===== src/rtl/bp_fe_queue_buffer_pkg.sv =====
// Shared definitions for the FE queue buffer: default sizing, pointer-width helper
// and the per-cycle pointer update mode.
package bp_fe_queue_buffer_pkg;

    localparam int unsigned FE_QUEUE_ELS_DEF   = 8;
    localparam int unsigned FE_QUEUE_WIDTH_DEF = 64;

    // Index bits plus one wrap bit.
    function automatic int unsigned ptr_width(input int unsigned els);
        return $clog2((els > 1) ? els : 2) + 1;
    endfunction

    typedef enum logic [1:0] {
        Q_NORMAL = 2'd0,
        Q_ROLL   = 2'd1,
        Q_CLR    = 2'd2
    } q_mode_e;

endpackage


===== src/rtl/bp_fe_queue_buffer_ptr.sv =====
// One circular queue pointer (index plus wrap bit); a set takes priority over an increment.
module bp_fe_queue_buffer_ptr
    import bp_fe_queue_buffer_pkg::*;
#(
    parameter int unsigned ptr_width_p = 4
)
(
    input  logic                   clk_i,
    input  logic                   reset_i,
    input  logic                   incr_i,
    input  logic                   set_i,
    input  logic [ptr_width_p-1:0] set_val_i,
    output logic [ptr_width_p-1:0] ptr_o
);

    logic [ptr_width_p-1:0] ptr_q;
    logic [ptr_width_p-1:0] ptr_d;

    always_comb begin
        ptr_d = ptr_q;
        if (set_i) begin
            ptr_d = set_val_i;
        end else if (incr_i) begin
            ptr_d = ptr_q + ptr_width_p'(1);
        end
    end

    always_ff @(posedge clk_i or negedge reset_i) begin
        if (!reset_i) begin
            ptr_q <= '0;
        end else begin
            ptr_q <= ptr_d;
        end
    end

    assign ptr_o = ptr_q;

endmodule


===== src/rtl/bp_fe_queue_buffer.sv =====
// FE-side fetch queue with speculative read (yumi), commit (deq), replay (roll)
// and flush (clr) controls from the backend.
module bp_fe_queue_buffer
    import bp_fe_queue_buffer_pkg::*;
#(
    parameter int unsigned els_p         = FE_QUEUE_ELS_DEF,
    parameter int unsigned entry_width_p = FE_QUEUE_WIDTH_DEF
)
(
    input  logic                     clk_i,
    input  logic                     reset_i,

    input  logic [entry_width_p-1:0] fe_queue_i,
    input  logic                     fe_queue_v_i,
    output logic                     fe_queue_ready_o,

    output logic [entry_width_p-1:0] fe_queue_o,
    output logic                     fe_queue_v_o,
    input  logic                     fe_queue_yumi_i,
    input  logic                     fe_queue_deq_i,
    input  logic                     fe_queue_roll_i,
    input  logic                     fe_queue_clr_i,

    output logic                     empty_o
);

    localparam int unsigned ptr_width_lp = ptr_width(els_p);
    localparam int unsigned idx_width_lp = ptr_width_lp - 1;

    logic [ptr_width_lp-1:0] wptr;
    logic [ptr_width_lp-1:0] rptr;
    logic [ptr_width_lp-1:0] cptr;
    logic [ptr_width_lp-1:0] cptr_adv;
    logic [ptr_width_lp-1:0] rptr_set_val;

    q_mode_e mode;
    logic    full;
    logic    enq;
    logic    deq_eff;

    logic [entry_width_p-1:0] mem_q [els_p];

    always_comb begin
        mode = Q_NORMAL;
        if (fe_queue_clr_i) begin
            mode = Q_CLR;
        end else if (fe_queue_roll_i) begin
            mode = Q_ROLL;
        end
    end

    // Ready looks only at registered pointers, so a same-cycle deq cannot admit a write.
    assign full = (wptr[idx_width_lp-1:0] == cptr[idx_width_lp-1:0])
                & (wptr[idx_width_lp] != cptr[idx_width_lp]);

    assign fe_queue_ready_o = ~full;
    assign fe_queue_v_o     = (rptr != wptr);
    assign empty_o          = (wptr == cptr);

    assign enq     = fe_queue_v_i & fe_queue_ready_o & (mode != Q_CLR);
    assign deq_eff = fe_queue_deq_i & (mode != Q_CLR);

    // Roll lands the read pointer on the commit pointer after this cycle's deq.
    assign cptr_adv     = cptr + ptr_width_lp'(fe_queue_deq_i);
    assign rptr_set_val = (mode == Q_CLR) ? wptr : cptr_adv;

    bp_fe_queue_buffer_ptr #(
        .ptr_width_p (ptr_width_lp)
    ) u_wptr (
        .clk_i     (clk_i),
        .reset_i   (reset_i),
        .incr_i    (enq),
        .set_i     (1'b0),
        .set_val_i ('0),
        .ptr_o     (wptr)
    );

    bp_fe_queue_buffer_ptr #(
        .ptr_width_p (ptr_width_lp)
    ) u_rptr (
        .clk_i     (clk_i),
        .reset_i   (reset_i),
        .incr_i    (fe_queue_yumi_i),
        .set_i     (mode != Q_NORMAL),
        .set_val_i (rptr_set_val),
        .ptr_o     (rptr)
    );

    bp_fe_queue_buffer_ptr #(
        .ptr_width_p (ptr_width_lp)
    ) u_cptr (
        .clk_i     (clk_i),
        .reset_i   (reset_i),
        .incr_i    (deq_eff),
        .set_i     (mode == Q_CLR),
        .set_val_i (wptr),
        .ptr_o     (cptr)
    );

    always_ff @(posedge clk_i) begin
        if (enq) begin
            mem_q[wptr[idx_width_lp-1:0]] <= fe_queue_i;
        end
    end

    assign fe_queue_o = mem_q[rptr[idx_width_lp-1:0]];

    a_yumi_needs_valid: assert property (
        @(posedge clk_i) disable iff (!reset_i) fe_queue_yumi_i |-> fe_queue_v_o);

    a_deq_needs_read: assert property (
        @(posedge clk_i) disable iff (!reset_i) fe_queue_deq_i |-> (cptr != rptr));

endmodule


===== config.mk =====
export PLATFORM = sky130hd
export DESIGN_NAME = bp_fe_queue_buffer
export DESIGN_NICKNAME = d
export VERILOG_FILES = /design/src/rtl/bp_fe_queue_buffer_pkg.sv /design/src/rtl/bp_fe_queue_buffer_ptr.sv /design/src/rtl/bp_fe_queue_buffer.sv
export SDC_FILE = /design/constraint.sdc
export NUM_CORES = 1
export LEC_CHECK = 0
export BUFFER_PORTS_ARGS = -buffer_cell sky130_fd_sc_hd__buf_2
export CAP_MARGIN = 30
export CORE_MARGIN = 8
export CORE_UTILIZATION = 30
export CTS_BUF_LIST = sky130_fd_sc_hd__clkbuf_4
export DETAILED_ROUTE_END_ITERATION = 16
export PLACE_DENSITY = 0.51
export SKIP_CTS_REPAIR_TIMING = 1
export SLEW_MARGIN = 10
export SYNTH_ARGS = -nofsm -noshare
export SYNTH_HDL_FRONTEND = slang
export SYNTH_SLANG_ARGS = --single-unit

===== constraint.sdc =====
create_clock -name clk_i -period 5.7 [get_ports clk_i]
set_input_delay 0.855 -clock clk_i [delete_from_list [all_inputs] [get_ports clk_i]]
set_output_delay 0.855 -clock clk_i [all_outputs]
set_load 0.02 [all_outputs]

==> PnR_summary.wiki, run 1 <==
{| class="wikitable"
! Metric !! Value
|-
| Max_cap viols || 0
|-
| Path type of the worst min-delay path || in -> reg
|-
| Num ports || ~140
|-
| Remaining global-route overflow || 0
|-
| Number of clock sinks || roughly 520
|-
| Final setup violating endpoints || 0
|-
| Setup slack of the critical path after layout || 1580 ps
|-
| DR iter-0 viols || ~650
|-
| Most used cell, CP || sky130_fd_sc_hd__nand2_1
|-
| Layout cells sized above 1 || 39.8%
|-
| Warning count from the yosys run || 0
|-
| Total Negative Setup Slacks || 0 ps
|-
| Reg2Reg Capture Point || mem_q[6][20]
|-
| Buf+Inv Stages, Crit Path || 2
|-
| Cell chosen for the clock root || sky130_fd_sc_hd__clkbuf_4
|-
| H-tree depth || 4
|-
| Power density normalized to cell area || 475 nW/um2
|-
| Max frequency || approximately 0.24 GHz
|-
| Start-to-end type of the worst setup path || reg -> out
|-
| Number of buffers created by CTS || 141
|-
| Hold EP || mem_q[6][21]
|-
| Wire length of the first global-routing pass || 69,900 um
|-
| Number of pins exceeding their max-slew limit in the final report || 0
|-
| Unique cell type count in the Yosys netlist || 31
|-
| Post-detailed-route DRC marker count || 0
|-
| Most common cell after layout, fill and taps aside || sky130_fd_sc_hd__edfxtp_1
|-
| Unrepaired setup endpoints after global routing || no
|-
| Run status || finished, final reports clean
|-
| Slowest stage delay, CP || 880 ps
|-
| Cells after Synth || 975
|-
| Via count normalized by instance count || 4.59
|-
| Worst EP required || just under 5000 ps
|-
| Count of standard-cell rows || 95
|-
| Maximum count of clock buffers along a single path || 3
|-
| Avg Cell Area, Syn || between 20 and 25 um2
|-
| Cell at the slowest stage of the critical path || sky130_fd_sc_hd__dfrtp_4
|-
| Number of nets still failing antenna checks after routing || 0
|-
| Worst slack at placement || approximately 2400 ps
|-
| Chain of cells forming the critical path || buf_4, mux4_2, nand2_1, nand2_1, buf_2
|-
| Post-Route WL || 46,500 um
|-
| Post-Synthesis Net Count || 1,051
|-
| Portion of the post-synthesis area used by sequential elements || 78.0%
|-
| Chip height || about 270 um
|-
| Total design power || 11.3 mW
|-
| Initial Util || 30.1%
|-
| Number of instances on the worst hold path || 1
|-
| VDD IR max || approximately 220 uV
|-
| Mapped cell area || 20,100 um2
|-
| Worst Tran Pin Value || 783 ps
|-
| Final Hold Viols || 0
|-
| Number of instances in the placed design || 1,958
|-
| Clock slew at reported path FFs || 60 ps
|-
| Initial antenna violation count || 11
|-
| Number of iterations in the first detailed-routing pass || 5
|-
| Flop and latch count out of synthesis || 524
|-
| Fin crit period || 4120 ps
|-
| Routed len/inst || 21.2 um
|-
| Maximum fanout along the worst path || 34
|-
| Beginning of the worst register-to-register path || u_wptr.ptr_o[1]
|-
| Worst-skew pair later-pin latency || 880 ps
|-
| Number of port buffers || 137
|-
| CTS tree || built
|-
| Combined global-route utilization of all metal layers || 12.6%
|-
| Critical path endpoint category || output pin
|-
| Highest-count cells in the layout ignoring fill and taps || sky130_fd_sc_hd__edfxtp_1 (512), sky130_fd_sc_hd__clkbuf_4 (216), sky130_fd_sc_hd__nand2_1 (202)
|-
| Setup slack of the worst register-to-register path || approximately 2700 ps
|-
| Worst slew margin || 47.7%
|-
| Critical path startpoint category || register
|-
| Hold path startpoint || fe_queue_i[21]
|-
| Global placement routability congestion || 0.713
|-
| Growth of design area from synthesis to finish || 18.6%
|-
| Vias in the first global route || 11,100
|-
| Cells on worst reg2reg path || 5
|-
| Overall die area || 75,600 um2
|-
| CP top delay family || flip-flops
|-
| Fraction of the cycle the final worst path needs || just over 70%
|-
| Clock tree skew after final layout || about 29 ps
|-
| Fin nets || around 1,300
|-
| Core Region || 66,800 um2
|-
| Horiz. Die Dim || 275 um
|-
| Post-DP HPWL || 26,700 um
|-
| P_leak || 8.12 nW
|-
| Final instance count without filler cells || 2,198
|-
| CP Data Arrival Time || approximately 3300 ps
|-
| Maximum number of pins on one net before global-route repair || roughly 70
|-
| DR vias || 10,100
|}
==> kinds of logic after synthesis <==
group	synth area share, %
adders and majority gates	0.311
AOI/OAI and AO/OA	0.597
xor gates and xnor gates	0.697
DFF	78.0
buffers and inverters	1.49
muxes	14.5
and+or+nand+nor	4.41
==> power by group <==
group / leakage, nW / total, mW / internal (mW) / switching, mW
combinational: 2.29 / 3.27 / 1.29 / 1.98
clock: 1.06 / 3.26 / 1.79 / 1.46
sequential: 4.77 / 4.80 / 4.58 / 0.216
==> layer usage <==
layer	GRT usage, %	share of wire (%)	up-vias
li1	-	-	4482
met1	15.2	42	5216
met2	20.8	50	283
met3	3.84	5.9	99
met4	5.06	2.4	4
met5	0	0.058	-
==> synthesized netlist by cell type, drive strengths merged <==
library cell / instances / area (um2)
nand4: 3 / 18.8
clkbuf: 19 / 72.6
mux4: 128 / 2880
nor2: 11 / 41.3
edfxtp: 512 / 15400
o221a: 1 / 11.3
a21oi: 4 / 20.0
buf: 31 / 215
o21bai: 1 / 7.51
o31a: 1 / 8.76
nand2: 202 / 758
o22ai: 1 / 6.26
dfrtp: 12 / 300
or3: 1 / 6.26
xor2: 3 / 26.3
xnor2: 13 / 114
inv: 3 / 11.3
nand3: 3 / 15.0
mux2i: 3 / 30.0
ha: 5 / 62.6
o21ba: 1 / 10.0
mux2: 1 / 11.3
a311o: 1 / 10.0
o21ai: 6 / 30.0
nor2b: 1 / 6.26
a41oi: 1 / 16.3
nor3: 3 / 15.0
nand2b: 4 / 25.0
==> how the worst max path moves through the flow <==
stage / slack (ps) / depth (start not counted) / start / endpoint
2_1_floorplan: 1010 / 3 / fe_queue_clr_i / mem_q[7][0]
3_3_place_gp: 2120 / 6 / fe_queue_clr_i / mem_q[1][13]
3_5_place_dp: 2370 / 5 / u_rptr.ptr_o[0] / fe_queue_o[60]
4_1_cts: 1310 / 5 / u_rptr.ptr_o[0] / fe_queue_o[60]
5_1_grt: 1230 / 5 / u_rptr.ptr_o[0] / fe_queue_o[62]
6_report: 1580 / 5 / u_rptr.ptr_o[0] / fe_queue_o[60]
==> state kept, by name (all words and copies together) (netlist names) <==
signal and cells:
u_wptr.ptr_o 4, u_rptr.ptr_o 4, mem_q 512, u_cptr.ptr_o 4
==> final cells by class <==
type                       instances  area, um2
antenna                            3       7.51
clock buffer                     216       1620
clock inverter                    20        128
fill                            6360      43000
inverter                           3       12.5
multi-input combinational        398       4200
sequential                       524      15700
tap                              873       1090
timing repair buffer             161       1100
==> worst register-to-register path, stage by stage, from the launching register on <==
cell and delay, ps:
sky130_fd_sc_hd__dfrtp_1 640, sky130_fd_sc_hd__xnor2_1 220, sky130_fd_sc_hd__a41oi_2 370, sky130_fd_sc_hd__nand2_1 250, sky130_fd_sc_hd__nor2_4 640, sky130_fd_sc_hd__buf_12 420
==> through the flow <==
stage	hold slack, ps	instance area [um2]	utilization (%)
floorplan	525	20100	-
global placement	568	21900	32.7
detailed placement	583	22100	33.0
CTS	-292	23800	35.7
global route	105	23800	35.7
finish	234	23800	35.7
No activity file was read; power rests on OpenSTA's default activity.
==> run 2, diff against run 1 <==
- ABC_AREA: default -> 1
- PLACE_DENSITY: 0.51 -> 0.49
- clock period: 5.7 -> 3.9 ns (I/O delays scaled with it)
==> run 2 against run 1 <==
  * Core utilization up 0.44 points
  * Flip-flop and latch count unchanged
  * Global-route usage up 1.3 points
  * Clock power up 42%
  * Count of clock-buffer cells in the layout down 9
  * Area after synthesis up 3.0%
  * Synthesized cell count up 63%
  * Sequential power up 44%
  * Power up 49%
  * Critical path type unchanged
  * Largest power group unchanged
  * Highest routed layer is now met4
==> PnR_summary.wiki, run 2 <==
{| class="wikitable"
! Metric !! Value
|-
| Post-Synthesis Net Count || 1,662 (was 1,051)
|-
| Avg Cell Area, Syn || 13.1 um2 (was 20.6 um2)
|-
| Max frequency || 0.270 GHz
|-
| Top post-synthesis cells by count || sky130_fd_sc_hd__edfxtp_1 (512), sky130_fd_sc_hd__nor2_1 (273), sky130_fd_sc_hd__nand2_1 (238), sky130_fd_sc_hd__o21ai_0 (192), sky130_fd_sc_hd__o22ai_1 (128) (was sky130_fd_sc_hd__edfxtp_1 (512), sky130_fd_sc_hd__nand2_1 (202), sky130_fd_sc_hd__mux4_2 (128), sky130_fd_sc_hd__buf_2 (19), sky130_fd_sc_hd__clkbuf_1 (18))
|-
| Number of buffers created by CTS || 140 (was 141)
|-
| Run status || finished, final reports clean (unchanged)
|-
| Final instance count without filler cells || 2,842 (was 2,198)
|-
| VDD IR max || 326 uV (was 221 uV)
|-
| Cell taking the most area after synthesis || sky130_fd_sc_hd__edfxtp_1 (unchanged)
|-
| Growth of design area from synthesis to finish || 19.4% (was 18.6%)
|-
| Warning count from the yosys run || 0 (unchanged)
|-
| Post-detailed-route DRC marker count || 0 (unchanged)
|-
| Remaining global-route overflow || 0 (unchanged)
|-
| Global placement routability congestion || 0.741 (was 0.713)
|-
| Worst Tran Pin Value || 972 ps (was 783 ps)
|-
| Initial Util || 30.3% (was 30.1%)
|-
| Combined global-route utilization of all metal layers || 13.9% (was 12.6%)
|-
| Number of instances in the placed design || 2,526 (was 1,958)
|-
| Number of iterations in the first detailed-routing pass || 6 (was 5)
|-
| CTS tree || built (unchanged)
|-
| Total Negative Setup Slacks || 0 ps (unchanged)
|-
| P_leak || 8.67 nW (was 8.12 nW)
|-
| Cell with the most instances after synthesis || sky130_fd_sc_hd__edfxtp_1 (unchanged)
|-
| Cell chosen for the clock root || sky130_fd_sc_hd__clkbuf_4 (unchanged)
|-
| Num ports || 138 (unchanged)
|-
| Fraction of power consumed by combinational cells || 31.5% (was 28.9%)
|-
| Number of instances on the worst hold path || 4 (was 1)
|-
| Cell internal pwr || 10.6 mW (was 7.66 mW)
|-
| Initial antenna violation count || 6 (was 11)
|-
| Unique cell type count in the Yosys netlist || 25 (was 31)
|-
| Number of flip-flops under the largest register name || 512 (unchanged)
|-
| Clock power frac || 27.5% (was 28.7%)
|-
| Layout cells sized above 1 || 20.2% (was 39.8%)
|-
| Overall die area || 77,700 um2 (was 75,600 um2)
|-
| Cells after Synth || 1,586 (was 975)
|-
| Routed len/inst || 19.2 um (was 21.2 um)
|-
| Clock tree skew after final layout || 45.9 ps (was 29.1 ps)
|-
| Vias in the first global route || 13,600 (was 11,100)
|-
| Hold EP || u_rptr.ptr_o[0] (was mem_q[6][21])
|-
| Worst hold slack after final layout || 110 ps (was 234 ps)
|-
| Worst EP required || 3310 ps (was 4850 ps)
|-
| Post-DP HPWL || 27,500 um (was 26,700 um)
|-
| Path type of the worst min-delay path || in -> reg (unchanged)
|-
| Reg2Reg Capture Point || mem_q[5][36] (was mem_q[6][20])
|-
| Cells on worst reg2reg path || 7 (was 5)
|-
| Clock slew at reported path FFs || 60 ps (about the same)
|-
| Fraction of the cycle the final worst path needs || 95.1%
|-
| Critical path startpoint category || register (unchanged)
|-
| Maximum number of pins on one net before global-route repair || 161 (was 71)
|-
| Multiplexer share of the synthesized area || 0% (was 14.5%)
|-
| Most common cell after layout, fill and taps aside || sky130_fd_sc_hd__edfxtp_1 (unchanged)
|-
| Horiz. Die Dim || 279 um (was 275 um)
|-
| DR iter-0 viols || 935 (was 648)
|-
| Power spent charging and discharging nets || 6.20 mW (was 3.66 mW)
|-
| Synthesized-area fraction occupied by xor and xnor cells || 0.423% (was 0.697%)
|-
| Highest-count cells in the layout ignoring fill and taps || sky130_fd_sc_hd__edfxtp_1 (512), sky130_fd_sc_hd__nor2_1 (265), sky130_fd_sc_hd__nand2_1 (238) (was sky130_fd_sc_hd__edfxtp_1 (512), sky130_fd_sc_hd__clkbuf_4 (216), sky130_fd_sc_hd__nand2_1 (202))
|-
| Standard cell area after detailed placement || 22,300 um2 (was 22,100 um2)
|-
| Setup slack of the worst register-to-register path || 1070 ps (was 2740 ps)
|-
| Most instantiated flip-flop cell in the synthesis netlist || sky130_fd_sc_hd__edfxtp_1 (unchanged)
|-
| Worst slew margin || 35.2% (was 47.7%)
|-
| Worst-skew pair later-pin latency || 910 ps (was 880 ps)
|-
| Fin nets || 1,933 (was 1,305)
|-
| Count of standard-cell rows || 96 (was 95)
|-
| Total design power || 16.8 mW (was 11.3 mW)
|-
| Maximum fanout along the worst path || 160 (was 34)
|-
| Power density normalized to cell area || 681 nW/um2 (was 475 nW/um2)
|-
| Max_cap viols || 0 (unchanged)
|-
| Core Region || 68,500 um2 (was 66,800 um2)
|-
| Share of the core filled with cells in the final layout || 36.1% (was 35.7%)
|-
| Wire length of the first global-routing pass || 83,100 um (was 69,900 um)
|-
| EDFF count, synth || 512 (unchanged)
|-
| Post-Route WL || 54,500 um (was 46,500 um)
|-
| Critical path endpoint category || output pin (unchanged)
|-
| Number of nets still failing antenna checks after routing || 0 (unchanged)
|-
| Beginning of the worst register-to-register path || u_wptr.ptr_o[0] (was u_wptr.ptr_o[1])
|-
| Maximum count of clock buffers along a single path || 3 (unchanged)
|-
| Fin crit period || 3710 ps
|-
| Flop and latch count out of synthesis || 524 (unchanged)
|-
| DR vias || 13,600 (was 10,100)
|-
| Adder and majority gate portion of the synthesized area || 0.302% (was 0.311%)
|-
| Dominant cells by area after synthesis || sky130_fd_sc_hd__edfxtp_1 (74%), sky130_fd_sc_hd__nor2_1 (4.9%), sky130_fd_sc_hd__o21ai_0 (4.6%) (was sky130_fd_sc_hd__edfxtp_1 (76%), sky130_fd_sc_hd__mux4_2 (14%), sky130_fd_sc_hd__nand2_1 (3.8%))
|-
| Setup slack of the critical path after layout || 192 ps (was 1580 ps)
|-
| Share of Yosys cell area claimed by the top area cell type || 74.2% (was 76.5%)
|-
| Number of clock sinks || 524 (unchanged)
|-
| Via count normalized by instance count || 4.79 (was 4.59)
|-
| Flop pwr share || 40.9% (was 42.4%)
|-
| Portion of the post-synthesis area used by sequential elements || 75.7% (was 78.0%)
|-
| Final Instance Area || 24,700 um2 (was 23,800 um2)
|-
| Final Hold Viols || 0 (unchanged)
|-
| Async SR Flop Fraction || 2.29% (unchanged)
|-
| Chip height || 279 um (was 275 um)
|-
| Hold path startpoint || fe_queue_roll_i (was fe_queue_i[21])
|-
| Number of pins exceeding their max-slew limit in the final report || 0 (unchanged)
|-
| H-tree depth || 4 (unchanged)
|-
| Proportion of total power due to net switching || 36.8% (was 32.3%)
|-
| CP Data Arrival Time || 3120 ps (was 3270 ps)
|-
| Simple-gate area share of the yosys netlist || 9.85% (was 4.41%)
|-
| Start-to-end type of the worst setup path || reg -> out (unchanged)
|-
| Worst slack at placement || 1090 ps (was 2370 ps)
|-
| Dominant combinational cell family by area after synthesis || compound AO/OA/AOI/OAI gates (was multiplexers)
|-
| Mapped cell area || 20,700 um2 (was 20,100 um2)
|-
| Compound-gate portion of the synthesized area || 10.2% (was 0.597%)
|-
| Final setup violating endpoints || 0 (unchanged)
|-
| Number of port buffers || 137 (unchanged)
|}
==> run 2: cell count changes after synthesis, moves of 16 or more <==
cell	change
sky130_fd_sc_hd__o21ai_1	+64
sky130_fd_sc_hd__buf_6	+16
sky130_fd_sc_hd__nand2_1	+36
sky130_fd_sc_hd__clkbuf_1	+27
sky130_fd_sc_hd__o21ai_0	+186
sky130_fd_sc_hd__o22ai_1	+127
sky130_fd_sc_hd__nor2_1	+262
sky130_fd_sc_hd__mux4_2	-128
==> run 2: cell families after synthesis <==
group	count (synthesis)
AOI/OAI and AO/OA	389
xor gates and xnor gates	10
adders and majority gates	5
buffers and inverters	124
DFF	524
and+or+nand+nor	534
==> run 2: how the worst max path moves through the flow <==
stage               slack (ps)  cells after the start        endpoint             from
CTS                        100                      7  fe_queue_o[10]  u_rptr.ptr_o[0]
floorplan                 -460                      4     mem_q[2][0]   fe_queue_clr_i
detailed placement        1090                      5    mem_q[5][30]   fe_queue_clr_i
finish                     190                      6  fe_queue_o[24]  u_rptr.ptr_o[0]
global placement          1090                      7    mem_q[5][30]  u_wptr.ptr_o[1]
global route                -1                      6  fe_queue_o[18]  u_rptr.ptr_o[1]
==> run 2: power by group through the flow <==
| stage | sequential, mW | combinational (mW) | clock, mW |
|---|---|---|---|
| 2_1_floorplan | 6.84 | 3.60 | 0 |
| 3_3_place_gp | 7.01 | 5.34 | 0 |
| 3_5_place_dp | 7.01 | 5.37 | 0 |
| 4_1_cts | 6.89 | 5.39 | 4.82 |
| 5_1_grt | 6.94 | 5.91 | 5.09 |
| 6_report | 6.89 | 5.31 | 4.64 |
==> run 2: routing by layer <==
metal / wire length (um) / GRT usage [%] / vias up
met1: 24900 / 17.5 / 6790
li1: - / - / 6418
met4: 905 / 4.63 / 0
met3: 2740 / 4.66 / 79
met5: 0 / 0 / -
met2: 26000 / 22.4 / 316
==> run 2: worst max-delay path, cell delays in order (launching register included) <==
cell and delay (ps):
sky130_fd_sc_hd__dfrtp_4 540, sky130_fd_sc_hd__buf_12 390, sky130_fd_sc_hd__o21ai_0 240, sky130_fd_sc_hd__o22ai_1 220
sky130_fd_sc_hd__nand2_1 80, sky130_fd_sc_hd__nand2_1 200, sky130_fd_sc_hd__buf_2 200
==> run 2: cell type report <==
cell class / count / area, um2
diodes: 10 / 25.0
clock buffers: 207 / 1550
clock inverters: 28 / 134
fillers: 6715 / 43700
inverters: 19 / 86.3
multi-input cells: 938 / 4370
flip-flops and latches: 524 / 15700
well taps: 882 / 1100
repair buffers: 234 / 1780
==> run 3, diff against run 2 <==
- ABC_AREA: 1 -> default
==> run 3 against run 2 <==
  * Non-clock buffer count grew 3
  * First-iteration DRC count shrank 39%
  * Clock skew is 7.4 ps lower
  * Setup slack better by 140 ps
  * Register-to-register slack better by 160 ps
  * Largest power group unchanged
  * Critical endpoint is now fe_queue_o[7]
==> PnR_summary.wiki, run 3 (synthesized netlist as in run 1, its figures left out) <==
{| class="wikitable"
! Metric !! Value
|-
| Run status || finished, final reports clean (unchanged)
|-
| Global placement routability congestion || 0.710 (was 0.741)
|-
| CTS tree || built (unchanged)
|-
| CP top delay family || flip-flops (was buffers and inverters)
|-
| Clock tree skew after final layout || 38.5 ps (was 45.9 ps)
|-
| Growth of design area from synthesis to finish || 22.4% (was 19.4%)
|-
| Final instance count without filler cells || 2,282 (was 2,842)
|-
| Unrepaired setup endpoints after global routing || no
|-
| Standard cell area after detailed placement || 22,100 um2 (was 22,300 um2)
|-
| Final Instance Area || 24,600 um2 (was 24,700 um2)
|-
| Fin nets || 1,382 (was 1,933)
|-
| Most used cell, CP || sky130_fd_sc_hd__nand2_1 (unchanged)
|-
| Critical path endpoint category || output pin (unchanged)
|-
| P_leak || 8.42 nW (was 8.67 nW)
|-
| Slowest stage delay, CP || 710 ps (was 540 ps)
|-
| Maximum number of pins on one net before global-route repair || 65 (was 161)
|-
| Buf+Inv Stages, Crit Path || 2 (unchanged)
|-
| Chip height || 275 um (was 279 um)
|-
| Worst-skew pair later-pin latency || 900 ps (was 910 ps)
|-
| Post-DP HPWL || 25,500 um (was 27,500 um)
|-
| Clock slew at reported path FFs || 70 ps (was 60 ps)
|-
| Global-route layer with the greatest usage || met2 (unchanged)
|-
| Number of port buffers || 137 (unchanged)
|-
| Core Region || 66,800 um2 (was 68,500 um2)
|-
| Via count normalized by instance count || 4.53 (was 4.79)
|-
| Number of nets still failing antenna checks after routing || 0 (unchanged)
|-
| Remaining global-route overflow || 0 (unchanged)
|-
| Power density normalized to cell area || 679 nW/um2 (was 681 nW/um2)
|-
| Max frequency || 0.280 GHz (was 0.270 GHz)
|-
| Post-detailed-route DRC marker count || 0 (unchanged)
|-
| Combined global-route utilization of all metal layers || 12.7% (was 13.9%)
|-
| Maximum count of clock buffers along a single path || 3 (unchanged)
|-
| Number of fill cells in the layout || 6,357 (was 6,715)
|-
| Start-to-end type of the worst setup path || reg -> out (unchanged)
|-
| Initial antenna violation count || 5 (was 6)
|-
| Number of clock sinks || 524 (unchanged)
|-
| Cell at the slowest stage of the critical path || sky130_fd_sc_hd__dfrtp_4 (unchanged)
|-
| H-tree depth || 4 (unchanged)
|-
| Global-route track usage on met1 || 15.3% (was 17.5%)
|-
| Overall die area || 75,600 um2 (was 77,700 um2)
|-
| Met3 usage in global routing || 4.71% (was 4.66%)
|-
| Most common cell after layout, fill and taps aside || sky130_fd_sc_hd__edfxtp_1 (unchanged)
|-
| Horiz. Die Dim || 275 um (was 279 um)
|-
| Max_cap viols || 0 (unchanged)
|-
| Final setup violating endpoints || 0 (unchanged)
|-
| Num ports || 138 (unchanged)
|-
| Final Hold Viols || 0 (unchanged)
|-
| Fraction of the cycle the final worst path needs || 91.5% (was 95.1%)
|-
| Vias in the first global route || 11,000 (was 13,600)
|-
| VDD IR max || 277 uV (was 326 uV)
|-
| Total Negative Setup Slacks || 0 ps (unchanged)
|-
| Post-Route WL || 47,200 um (was 54,500 um)
|-
| Count of standard-cell rows || 95 (was 96)
|-
| Met2 demand-to-capacity share in global routing || 20.9% (was 22.4%)
|-
| Worst slack at placement || 1140 ps (was 1090 ps)
|-
| Setup slack of the critical path after layout || 332 ps (was 192 ps)
|-
| Cell chosen for the clock root || sky130_fd_sc_hd__clkbuf_4 (unchanged)
|-
| Worst EP required || 3310 ps (about the same)
|-
| Number of buffers created by CTS || 142 (was 140)
|-
| Layout cells sized above 1 || 37.4% (was 20.2%)
|-
| Number of iterations in the first detailed-routing pass || 4 (was 6)
|-
| Maximum fanout along the worst path || 35 (was 160)
|-
| Routed len/inst || 20.7 um (was 19.2 um)
|-
| Worst Tran Pin Value || 761 ps (was 972 ps)
|-
| Number of instances in the placed design || 1,964 (was 2,526)
|-
| Path type of the worst min-delay path || in -> reg (unchanged)
|-
| Highest-count cells in the layout ignoring fill and taps || sky130_fd_sc_hd__edfxtp_1 (512), sky130_fd_sc_hd__clkbuf_4 (203), sky130_fd_sc_hd__nand2_1 (202) (was sky130_fd_sc_hd__edfxtp_1 (512), sky130_fd_sc_hd__nor2_1 (265), sky130_fd_sc_hd__nand2_1 (238))
|-
| Number of pins exceeding their max-slew limit in the final report || 0 (unchanged)
|-
| CP Data Arrival Time || 2980 ps (was 3120 ps)
|-
| DR vias || 10,300 (was 13,600)
|-
| Wire length of the first global-routing pass || 69,600 um (was 83,100 um)
|-
| DR iter-0 viols || 568 (was 935)
|-
| Worst slew margin || 49.2% (was 35.2%)
|-
| Initial Util || 30.1% (was 30.3%)
|-
| Critical path startpoint category || register (unchanged)
|-
| Total design power || 16.7 mW (was 16.8 mW)
|-
| Fin crit period || 3570 ps (was 3710 ps)
|-
| Number of flip-flops under the largest register name || 512 (unchanged)
|-
| Chain of cells forming the critical path || buf_12, mux4_2, nand2_1, nand2_1, buf_2 (was buf_12, o21ai_0, o22ai_1, nand2_1, nand2_1, buf_2)
|}
==> run 3: power by group <==
group	leakage [nW]	switching (mW)	internal, mW	total (mW)
clock network	1.05	2.19	2.64	4.83
registers	4.77	0.283	6.70	6.98
logic	2.60	2.95	1.94	4.89
total	8.42	5.42	11.3	16.7
==> run 3: path summary, 6_finish.rpt <==
kind,from,end,slack (ps),cells past startpoint
worst min register to register,u_wptr.ptr_o[3],u_wptr.ptr_o[3],580,1
worst min-delay path,fe_queue_v_i,u_wptr.ptr_o[0],120,4
worst max register to register,u_wptr.ptr_o[0],mem_q[0][3],1230,5
worst max-delay path,u_rptr.ptr_o[0],fe_queue_o[7],330,5
max in group asynchronous,reset_i,u_rptr.ptr_o[1],2700,3
min in group asynchronous,reset_i,u_wptr.ptr_o[2],760,3
==> run 3: worst register-to-register path: cells and delay by family, from the launching register on <==
kind	cells	cell delay (ps)
AOI/OAI and AO/OA	1	300
xor gates and xnor gates	1	240
buffers and inverters	1	530
DFF	1	670
and+or+nand+nor	2	500
==> run 3: layout make-up <==
cell class | count | area [um2] | share of cell area, %
Sequential cell | 524 | 15700 | 63.7
Multi-Input combinational cell | 398 | 4200 | 17.1
Timing Repair Buffer | 237 | 1820 | 7.38
Clock buffer | 203 | 1520 | 6.19
Tap cell | 873 | 1090 | 4.44
Clock inverter | 40 | 268 | 1.09
Inverter | 3 | 11.3 | 0.0458
Antenna cell | 4 | 10.0 | 0.0407
==> run 3: routing by layer <==
metal	vias up	wire length, um
met1	5372	20300
li1	4650	-
met3	72	2580
met5	-	20
met4	4	772
met2	230	23500
==> run 3: per-stage QoR <==
| step | hold WS (ps) | utilization, % |
|---|---|---|
| final | 123 | 36.8 |
| after floorplan | 289 | - |
| after CTS | -613 | 35.7 |
| after detailed placement | 492 | 33.1 |
| after global routing | 20.8 | 36.8 |
| after global placement | 490 | 33.1 |
